`config.mk`:
```
export PLATFORM = sky130hd
export DESIGN_NAME = booth_iter_counter
export DESIGN_NICKNAME = d
export VERILOG_FILES = /design/src/rtl/booth_iter_counter.sv
export SDC_FILE = /design/constraint.sdc
export NUM_CORES = 1
export LEC_CHECK = 0
export CAP_MARGIN = 0
export CORE_ASPECT_RATIO = 1.1
export CORE_UTILIZATION = 48
export CTS_CLUSTER_DIAMETER = 50
export DETAILED_ROUTE_END_ITERATION = 16
export GPL_ROUTABILITY_DRIVEN = 1
export PLACE_DENSITY = 0.79
export SYNTH_ARGS = -nofsm -noshare
export SYNTH_HDL_FRONTEND = slang
export SYNTH_SLANG_ARGS = --single-unit
```
`constraint.sdc`:
```
create_clock -name clk -period 2.3 [get_ports clk]
set_input_delay 0.345 -clock clk [delete_from_list [all_inputs] [get_ports clk]]
set_output_delay 0.345 -clock clk [all_outputs]
set_load 0.05 [all_outputs]
```
`src/rtl/booth_iter_counter.sv`:
```
// Iteration counter and IDLE/RUN/DONE sequencer for the Booth multiplier.
// Counts remaining bits down by 1 (radix-2) or 2 (radix-4) with hold/abort.
module booth_iter_counter #(
   parameter int N = 16,
   localparam int CW = $clog2(N + 2)
) (
   input  logic          clk,
   input  logic          rst,
   input  logic          start,
   input  logic          radix4,
   input  logic          hold,
   input  logic          abort,
   output logic [CW-1:0] dout,
   output logic [CW-1:0] iter,
   output logic          busy,
   output logic          last,
   output logic          done
);

   typedef enum logic [1:0] {
      IDLE = 2'd0,
      RUN  = 2'd1,
      DONE = 2'd2
   } state_t;

   // Odd widths get one sign-extension bit so radix-4 steps divide evenly.
   localparam logic [CW-1:0] LOAD_R2 = CW'(N);
   localparam logic [CW-1:0] LOAD_R4 = CW'(N + (N % 2));
   localparam logic [CW-1:0] ONE     = CW'(1);
   localparam logic [CW-1:0] TWO     = CW'(2);

   state_t        state;
   state_t        state_nxt;
   logic [CW-1:0] dout_nxt;
   logic [CW-1:0] iter_nxt;
   logic          step2;
   logic          step2_nxt;
   logic [CW-1:0] step;

   assign step = step2 ? TWO : ONE;

   always_ff @(posedge clk or posedge rst) begin
      if (rst) begin
         state <= IDLE;
         dout  <= '0;
         iter  <= '0;
         step2 <= 1'b0;
      end else begin
         state <= state_nxt;
         dout  <= dout_nxt;
         iter  <= iter_nxt;
         step2 <= step2_nxt;
      end
   end

   always_comb begin
      state_nxt = state;
      dout_nxt  = dout;
      iter_nxt  = iter;
      step2_nxt = step2;
      unique case (state)
         IDLE, DONE: begin
            if (start) begin
               state_nxt = RUN;
               dout_nxt  = radix4 ? LOAD_R4 : LOAD_R2;
               iter_nxt  = '0;
               step2_nxt = radix4;
            end else if (state == DONE) begin
               state_nxt = IDLE;
            end
         end
         RUN: begin
            if (abort) begin
               state_nxt = IDLE;
               dout_nxt  = '0;
            end else if (!hold && (dout >= step)) begin
               dout_nxt = dout - step;
               iter_nxt = iter + ONE;
               if (dout == step) begin
                  state_nxt = DONE;
               end
            end
         end
         default: begin
            state_nxt = IDLE;
            dout_nxt  = '0;
         end
      endcase
   end

   assign busy = (state == RUN);
   assign done = (state == DONE);
   assign last = busy && (dout == step);

endmodule

```
After elaboration in Yosys (flattened, before gate mapping):

Cells that the tools add are included.

* order comparisons: 1
* divide/modulo/power cells: 0
* add/subtract/negate cells: 2
* shift operators: 0
* reduce and logical (&&, ||, !) cells: 10
* mux-type cells: 15
* equality and inequality tests: 9
* bitwise logic cells: 0
* multiply operators: 0

Operators with widths (number)
* $mux 5: 6
* $pmux 5 s2: 2
* $mux 2: 6
* $ne 3x2->1 const B: 2
* $add 5x1->5 const B: 1
* $eq 5x2->1: 1
* $ge 5x2->1: 1
* $sub 5x2->5: 1
* $ne 2x2->1 const B: 2
* $pmux 2 s2: 1
* $reduce_and 2->1: 2
* $reduce_and 4->1: 1
* $ne 3x3->1 const B: 1
* $reduce_and 3->1: 1
* $eq 2x1->1 const B: 1
* $eq 2x2->1 const B: 1
* $logic_and 1x1->1: 2
* $logic_not 2->1: 1
* $ne 2x1->1 const B: 1
* $reduce_bool 2->1: 1
* $reduce_or 2->1: 1
* $logic_not 1->1: 1

* memories: 0
* logic and storage cells: 41
* bits in writable memories: 0
* output and inout port bits: 13
* memory bits (read-only): 0
* input bits: 6
* register bits: 13
* latch bits: 0

Depth between registers and ports, before layout:

Gate-level depths: netlist of run 1.

* depth in word-level cells: 6
* gate-level depth with buffers: 8

Least setup slack after synthesis of run 1:

Ideal clock, no wire load.

* path type: register to output
* from: register dout[0]
* to: output port last
* stages on the path, launching flop included: 5
* slack: -0.389 ns
* arrival time: 2.344 ns
* path through: dfrtp_1 -> inv_1 -> ha_1 -> nand3_1 -> nor3b_1

* cells in the longest elaborated chain, start to end: 2

Ends and longest elaborated chain
* start, declared: RTL line 13 `output logic [CW-1:0] dout,`
* start signal, assigned: RTL line 50 `dout <= dout_nxt;`
* $eq 5x2->1: RTL line 93 `assign last = busy && (dout == step);`
* $logic_and 1x1->1: RTL line 93
* end, declared: RTL line 16 `output logic last,`

No other way between the ends.

Worst setup path in the final report of run 1:

* from: register dout[1]
* to: output port last

The elaborated chain is that of the path after synthesis.

==> results of run 1 <==
cells by family after synthesis:
group                      count (synthesis)  synth area share, %
AOI/OAI and AO/OA                         23                21.39
buffers and inverters                      7                3.098
adders and majority gates                  4                6.785
muxes                                      2                2.507
and+or+nand+nor                           38                27.88
DFF                                       13                38.35
where the power goes:
group | internal, uW | switching, uW
Clock | 67.5 | 78.7
Sequential | 276 | 62.8
Combinational | 256 | 410
worst max-delay path, delay by kind of cell (launching register included):
family	cells	cell delay, ns
adder cells (fa/ha/maj)	1	0.41
buffers and inverters	1	0.17
AND/OR/NAND/NOR	2	0.45
flip-flops	1	0.46
flip-flops by register name (all words and copies together) (netlist names):
name / flops
step2: 1
dout: 5
iter: 5
state: 2
per-layer routing:
layer  vias to the layer above  track usage (%)
met4                         0            14.37
met3                         5            3.922
met5                         -                0
li1                        375                -
met2                        25            38.13
met1                       395            30.58
worst max path at each step:
stage | cells past startpoint | to
finish | 4 | last
floorplan | 4 | last
detailed placement | 5 | iter[0]
global placement | 5 | iter[1]
global route | 4 | last
CTS | 4 | last
metrics by stage:
step | area [sq um] | setup slack [ns]
2_1_floorplan | 853.3 | 0.09182
3_3_place_gp | 1072 | 0.2976
3_5_place_dp | 1072 | 0.2976
4_1_cts | 1099 | 0.1801
5_1_grt | 1099 | 0.08943
6_report | 1099 | 0.1713
layout make-up:
| type | instances | share of cell area (%) |
|---|---|---|
| tap | 17 | 1.936 |
| timing repair buffer | 20 | 18.68 |
| multi-input combinational | 67 | 45.67 |
| inverter | 5 | 1.708 |
| sequential | 13 | 29.61 |
| clock buffer | 4 | 2.392 |
cell usage in the layout (no fill, tap or decap), types with 3 or more instances in the layout:
cell and n:
nor3_1 4, nor2b_1 3, o211ai_1 4, clkdlybuf4s50_1 17
clkbuf_4 3, nor2_1 6, inv_1 5, nand2_1 4
o21ai_0 8, nand3_1 5, nand2b_1 5, dfrtp_1 13
nand4b_1 3, o311ai_0 3, ha_1 3
==> reports/metrics.yaml, run 1 <==
cts_resized: 0
setup_violations: 0
required_ns: 1.96
clk_pin_slew_ns: 0.08
grt_pass1_wl_mm: 3.298
port_buffers: 18
regArea_sq_um: 325.3
fmax_mhz: 469.8
hold_class: "primary input to asynchronous set/reset pin"
drt_iter0_drc: 27
topRoutingLayerUsed: "met4"
layoutNonFillerInstCount: 126
routed_via_density: 6.349
start_util_pct: 52.56
tightest_slew_ns: 0.5669
syn_inst: 87
synth-seq-area-share_pct: 38.35
cap_violations: 0
remaining_drc_errors: 0
rr_endpoint: "dout[4]"
ys.warnings.count: 0
fin_util_pct: 68.06
cts-root-buf: "clkbuf_4"
rsz0062_at_grt: "false"
synth_area_leaders: "dfrtp_1 38%, o21ai_0 4.7%, ha_1 4.4%"
timing.critical_path.fanout_max: 4
async_flop_share_pct: 100.0
cts.sinks: 13
die_area_sq_mm: 0.001940
worst_path_max_delay_cell: "dfrtp_1"
drive_gt1_share_pct: 14.68
period_needed_ns: 2.129
rrSetupSlack_ns: 0.35
tns_ns: 0
timing.final.crit_share_pct: 92.55
synth_most_common_cell: "dfrtp_1"
peakVddDrop_v: 0.0007925
r2r_start: "step2"
dp_cells: 122
cts_htree_levels: 1
crit_arrival_ns: 1.78
critPathKind: "flip-flop to primary output"
ios: 19
clock_latency_ns: 0.29
synth_edf_count: 0
met2_length_mm: 1.017
synthDistinctLibCells: 31
synth.net_count: 97
cts_tree: "built"
ant_nets: 0
crit_start: "dout[1]"
power.total_uw: 1151
cts_buffer_depth: 2
synth_area_leader_cell: "dfrtp_1"
crit_path_start_kind: "flip-flop"
cts_buffers: 3
path_cells: "ha_1 -> nand3_1 -> nor3b_2 -> buf_12"
fp.coreArea_sq_mm: 0.001614
vias: 800
synthTopCellsByCount: "13 x dfrtp_1, 8 x o21ai_0, 6 x nor2_1"
fill_cells: 131
cp-end-kind: "primary output"
postCtsSetupBuffers: 0
synthFlopType: "dfrtp_1"
antenna_found_initial: 0
hpwl_mm: 1.507
max_slew_margin_pct: 61.23
grtUsageTotal_pct: 23.70
grt_max_degree: 14
multi_input_area_sq_um: 501.7
powerDensity_mw_per_mm2: 1048
grt_pass1_vias: 717
cp_slowest_stage_delay_ns: 0.46
hold_viol: 0
wl_met3_um: 83
syn_avg_cell_area_sq_um: 9.751
synth_area_sq_um: 848.3
synth-seq-cells: 13
syn2layout_area_growth_pct: 29.50
wl_met1_um: 917
slew_violations: 0
grt-ovfl-total: 0
n_antenna_cell: 0
place_congestion: 0.9438
wl_mm: 2.061
nNetsFinal: 120
die_h_um: 46.09
status: "finished, final reports clean"
firstDrtPassIters: 4
cts_hold_buf: 0
r2r.worst_path.cells: 6
yosysTopAreaCellShare_pct: 38.35
skew_ns: 0.008000
power.leakage_uw: 0.0004353
hold_ws_ns: 0.3793
avgRoutedWirePerCell_um: 16.36
rows: 15
die_x_um: 42.09
(Power assumes the default switching activity.)
==> run 2, diff against run 1 <==
--- a/config.mk
+++ b/config.mk
@@ -6,12 +6,12 @@
 export NUM_CORES = 1
 export LEC_CHECK = 0
 export CAP_MARGIN = 0
-export CORE_ASPECT_RATIO = 1.1
-export CORE_UTILIZATION = 48
+export CORE_UTILIZATION = 60
 export CTS_CLUSTER_DIAMETER = 50
 export DETAILED_ROUTE_END_ITERATION = 16
+export DONT_BUFFER_PORTS = 1
 export GPL_ROUTABILITY_DRIVEN = 1
-export PLACE_DENSITY = 0.79
+export PLACE_DENSITY = 0.78
 export SYNTH_ARGS = -nofsm -noshare
 export SYNTH_HDL_FRONTEND = slang
 export SYNTH_SLANG_ARGS = --single-unit
==> constraint.sdc (replaced) <==
create_clock -name clk -period 2.2 [get_ports clk]
set_input_delay 0.33 -clock clk [delete_from_list [all_inputs] [get_ports clk]]
set_output_delay 0.33 -clock clk [all_outputs]
set_load 0.05 [all_outputs]
==> run 2 against run 1 <==
  * Largest cell class unchanged
  * Largest power group unchanged
  * Sequential share of layout area up 3.4 points
  * Worst setup slack lost 0.029 ns
  * Final area decreased by 10%
  * Die area fell by 19%
  * Critical path type unchanged
  * Clock skew is 0.0050 ns lower
==> reports/metrics.yaml, run 2 (synthesis gave the netlist of run 1 again) <==
max_slew_margin_pct: 55.88
regArea_sq_um: 325.3
cap_violations: 0
crit_arrival_ns: 1.73
rsz0062_at_grt: "false"
antenna_found_initial: 0
clock_latency_ns: 0.28
cp-end-kind: "primary output"
final_common_cell: "dfrtp_1"
place_congestion: 0.9358
most-common-layout-cells: "13 x dfrtp_1, 11 x buf_4, 8 x o21ai_0, 6 x nor2_1"
avgRoutedWirePerCell_um: 16.61
firstDrtPassIters: 4
die_h_um: 39.60
setup_violations: 0
drive_gt1_share_pct: 24.75
tightest_slew_ns: 0.6451
routed_via_density: 6.440
cts_buffers: 3
dpl-instance-area_sq_um: 947.2
grt-ovfl-total: 0
largest_registers: "dout (5), iter (5), state (2)"
peakVddDrop_v: 0.0008087
cts_tree: "built"
fp.coreArea_sq_mm: 0.001301
cts_htree_levels: 1
status: "finished, final reports clean"
powerDensity_mw_per_mm2: 1176
cts_buffer_depth: 2
post-place-ws_ns: 0.2537
period_needed_ns: 2.058
timing.final.crit_share_pct: 93.54
required_ns: 1.87
clk_pin_slew_ns: 0.08
rrSetupSlack_ns: 0.25
ios: 19
r2r_start: "step2"
timing.critical_path.fanout_max: 4
fmax_mhz: 485.9
holdPathStages: 1
drt_iter0_drc: 9
vias: 747
fin_util_pct: 75.67
r2r.worst_path.cells: 8
multi_input_area_sq_um: 501.7
min_from: "hold"
port_buffers: 0
cts-root-buf: "clkbuf_4"
tns_ns: 0
nNetsFinal: 112
grt_pass1_vias: 714
remaining_drc_errors: 0
cts_resized: 0
grtUsageTotal_pct: 28.73
start_util_pct: 65.19
slew_violations: 0
power.leakage_uw: 0.0004202
rr_endpoint: "dout[4]"
wl_mm: 1.927
syn2layout_area_growth_pct: 16.08
critPathKind: "flip-flop to primary output"
rows: 13
die_x_um: 39.60
grt_max_degree: 16
hold_class: "primary input to flip-flop"
crit_path_start_kind: "flip-flop"
n_antenna_cell: 0
ant_nets: 0
hold_viol: 0
final_area_sq_um: 984.7
hpwl_mm: 1.525
grt_pass1_wl_mm: 2.980
cts.sinks: 13
min_to: "state[1]"
die_area_sq_mm: 0.001568
fin_ws_ns: 0.1421
skew_ns: 0.002976
fill_cells: 92
-- run 2: cell count changes in the layout (fill, tap and decap cells not counted) --
cell	before	now
clkdlybuf4s50_1	17	0
buf_12	1	0
clkinv_2	0	1
clkbuf_1	1	0
dlygate4sd3_1	0	1
buf_4	2	11
-- run 2: what timing repair did --
action / 4_1_cts / 5_1_grt
setup buffers: 0 / 0
hold endpoints to repair: 13 / 0
hold buffers: 1 / 0
-- run 2: final cells by class --
type	count	area share [%]
Inverter	5	1.906
Clock buffer	3	2.287
Multi-Input combinational cell	67	50.95
Timing Repair Buffer	12	9.403
Clock inverter	1	0.5083
Sequential cell	13	33.04
Tap cell	15	1.906
-- run 2: metrics by stage --
step / total power, uW / instances / hold slack, ns
final: 1158 / 116 / 0.1082
after CTS: 1155 / 116 / 0.1105
after detailed placement: 1003 / 111 / 0.2703
after floorplan: 841.1 / 87 / 0.2070
after global placement: 979.1 / 111 / 0.2661
after global routing: 1221 / 116 / 0.1082
-- run 2: power breakdown --
| part | switching, uW | total, uW | internal, uW |
|---|---|---|---|
| clock network | 85.6 | 153 | 67.6 |
| registers | 61.4 | 350 | 289 |
| logic | 422 | 654 | 233 |
| total | 568 | 1160 | 589 |
-- run 2: worst max path at each step --
stage | to | slack, ns | depth (start not counted) | startpoint
after floorplan | last | 0.007 | 4 | dout[0]
after global placement | dout[4] | 0.33 | 6 | step2
after detailed placement | dout[4] | 0.25 | 8 | step2
after CTS | last | 0.14 | 4 | dout[1]
after global routing | dout[4] | 0.1 | 8 | step2
final | last | 0.14 | 4 | dout[1]
-- run 2: critical path, cell delays in order (launching register included) --
cell and delay, ns:
dfrtp_1 0.45, ha_1 0.41, nand3_1 0.17, nor3b_2 0.19
buf_4 0.22
-- run 2: per-layer routing --
layer	up-vias	GRT usage, %	wire length [um]
met5	-	0	0
met4	0	7.759	24
met2	28	50.82	1003
met1	358	35.87	806
li1	358	-	-
met3	3	3.977	92
==> run 3, diff against run 2 <==
--- a/config.mk
+++ b/config.mk
@@ -7,7 +7,6 @@
 export LEC_CHECK = 0
 export CAP_MARGIN = 0
 export CORE_UTILIZATION = 60
-export CTS_CLUSTER_DIAMETER = 50
 export DETAILED_ROUTE_END_ITERATION = 16
 export DONT_BUFFER_PORTS = 1
 export GPL_ROUTABILITY_DRIVEN = 1
==> results of run 3 <==
Same layout as run 2: the final DEF is identical, and so are final timing and power.
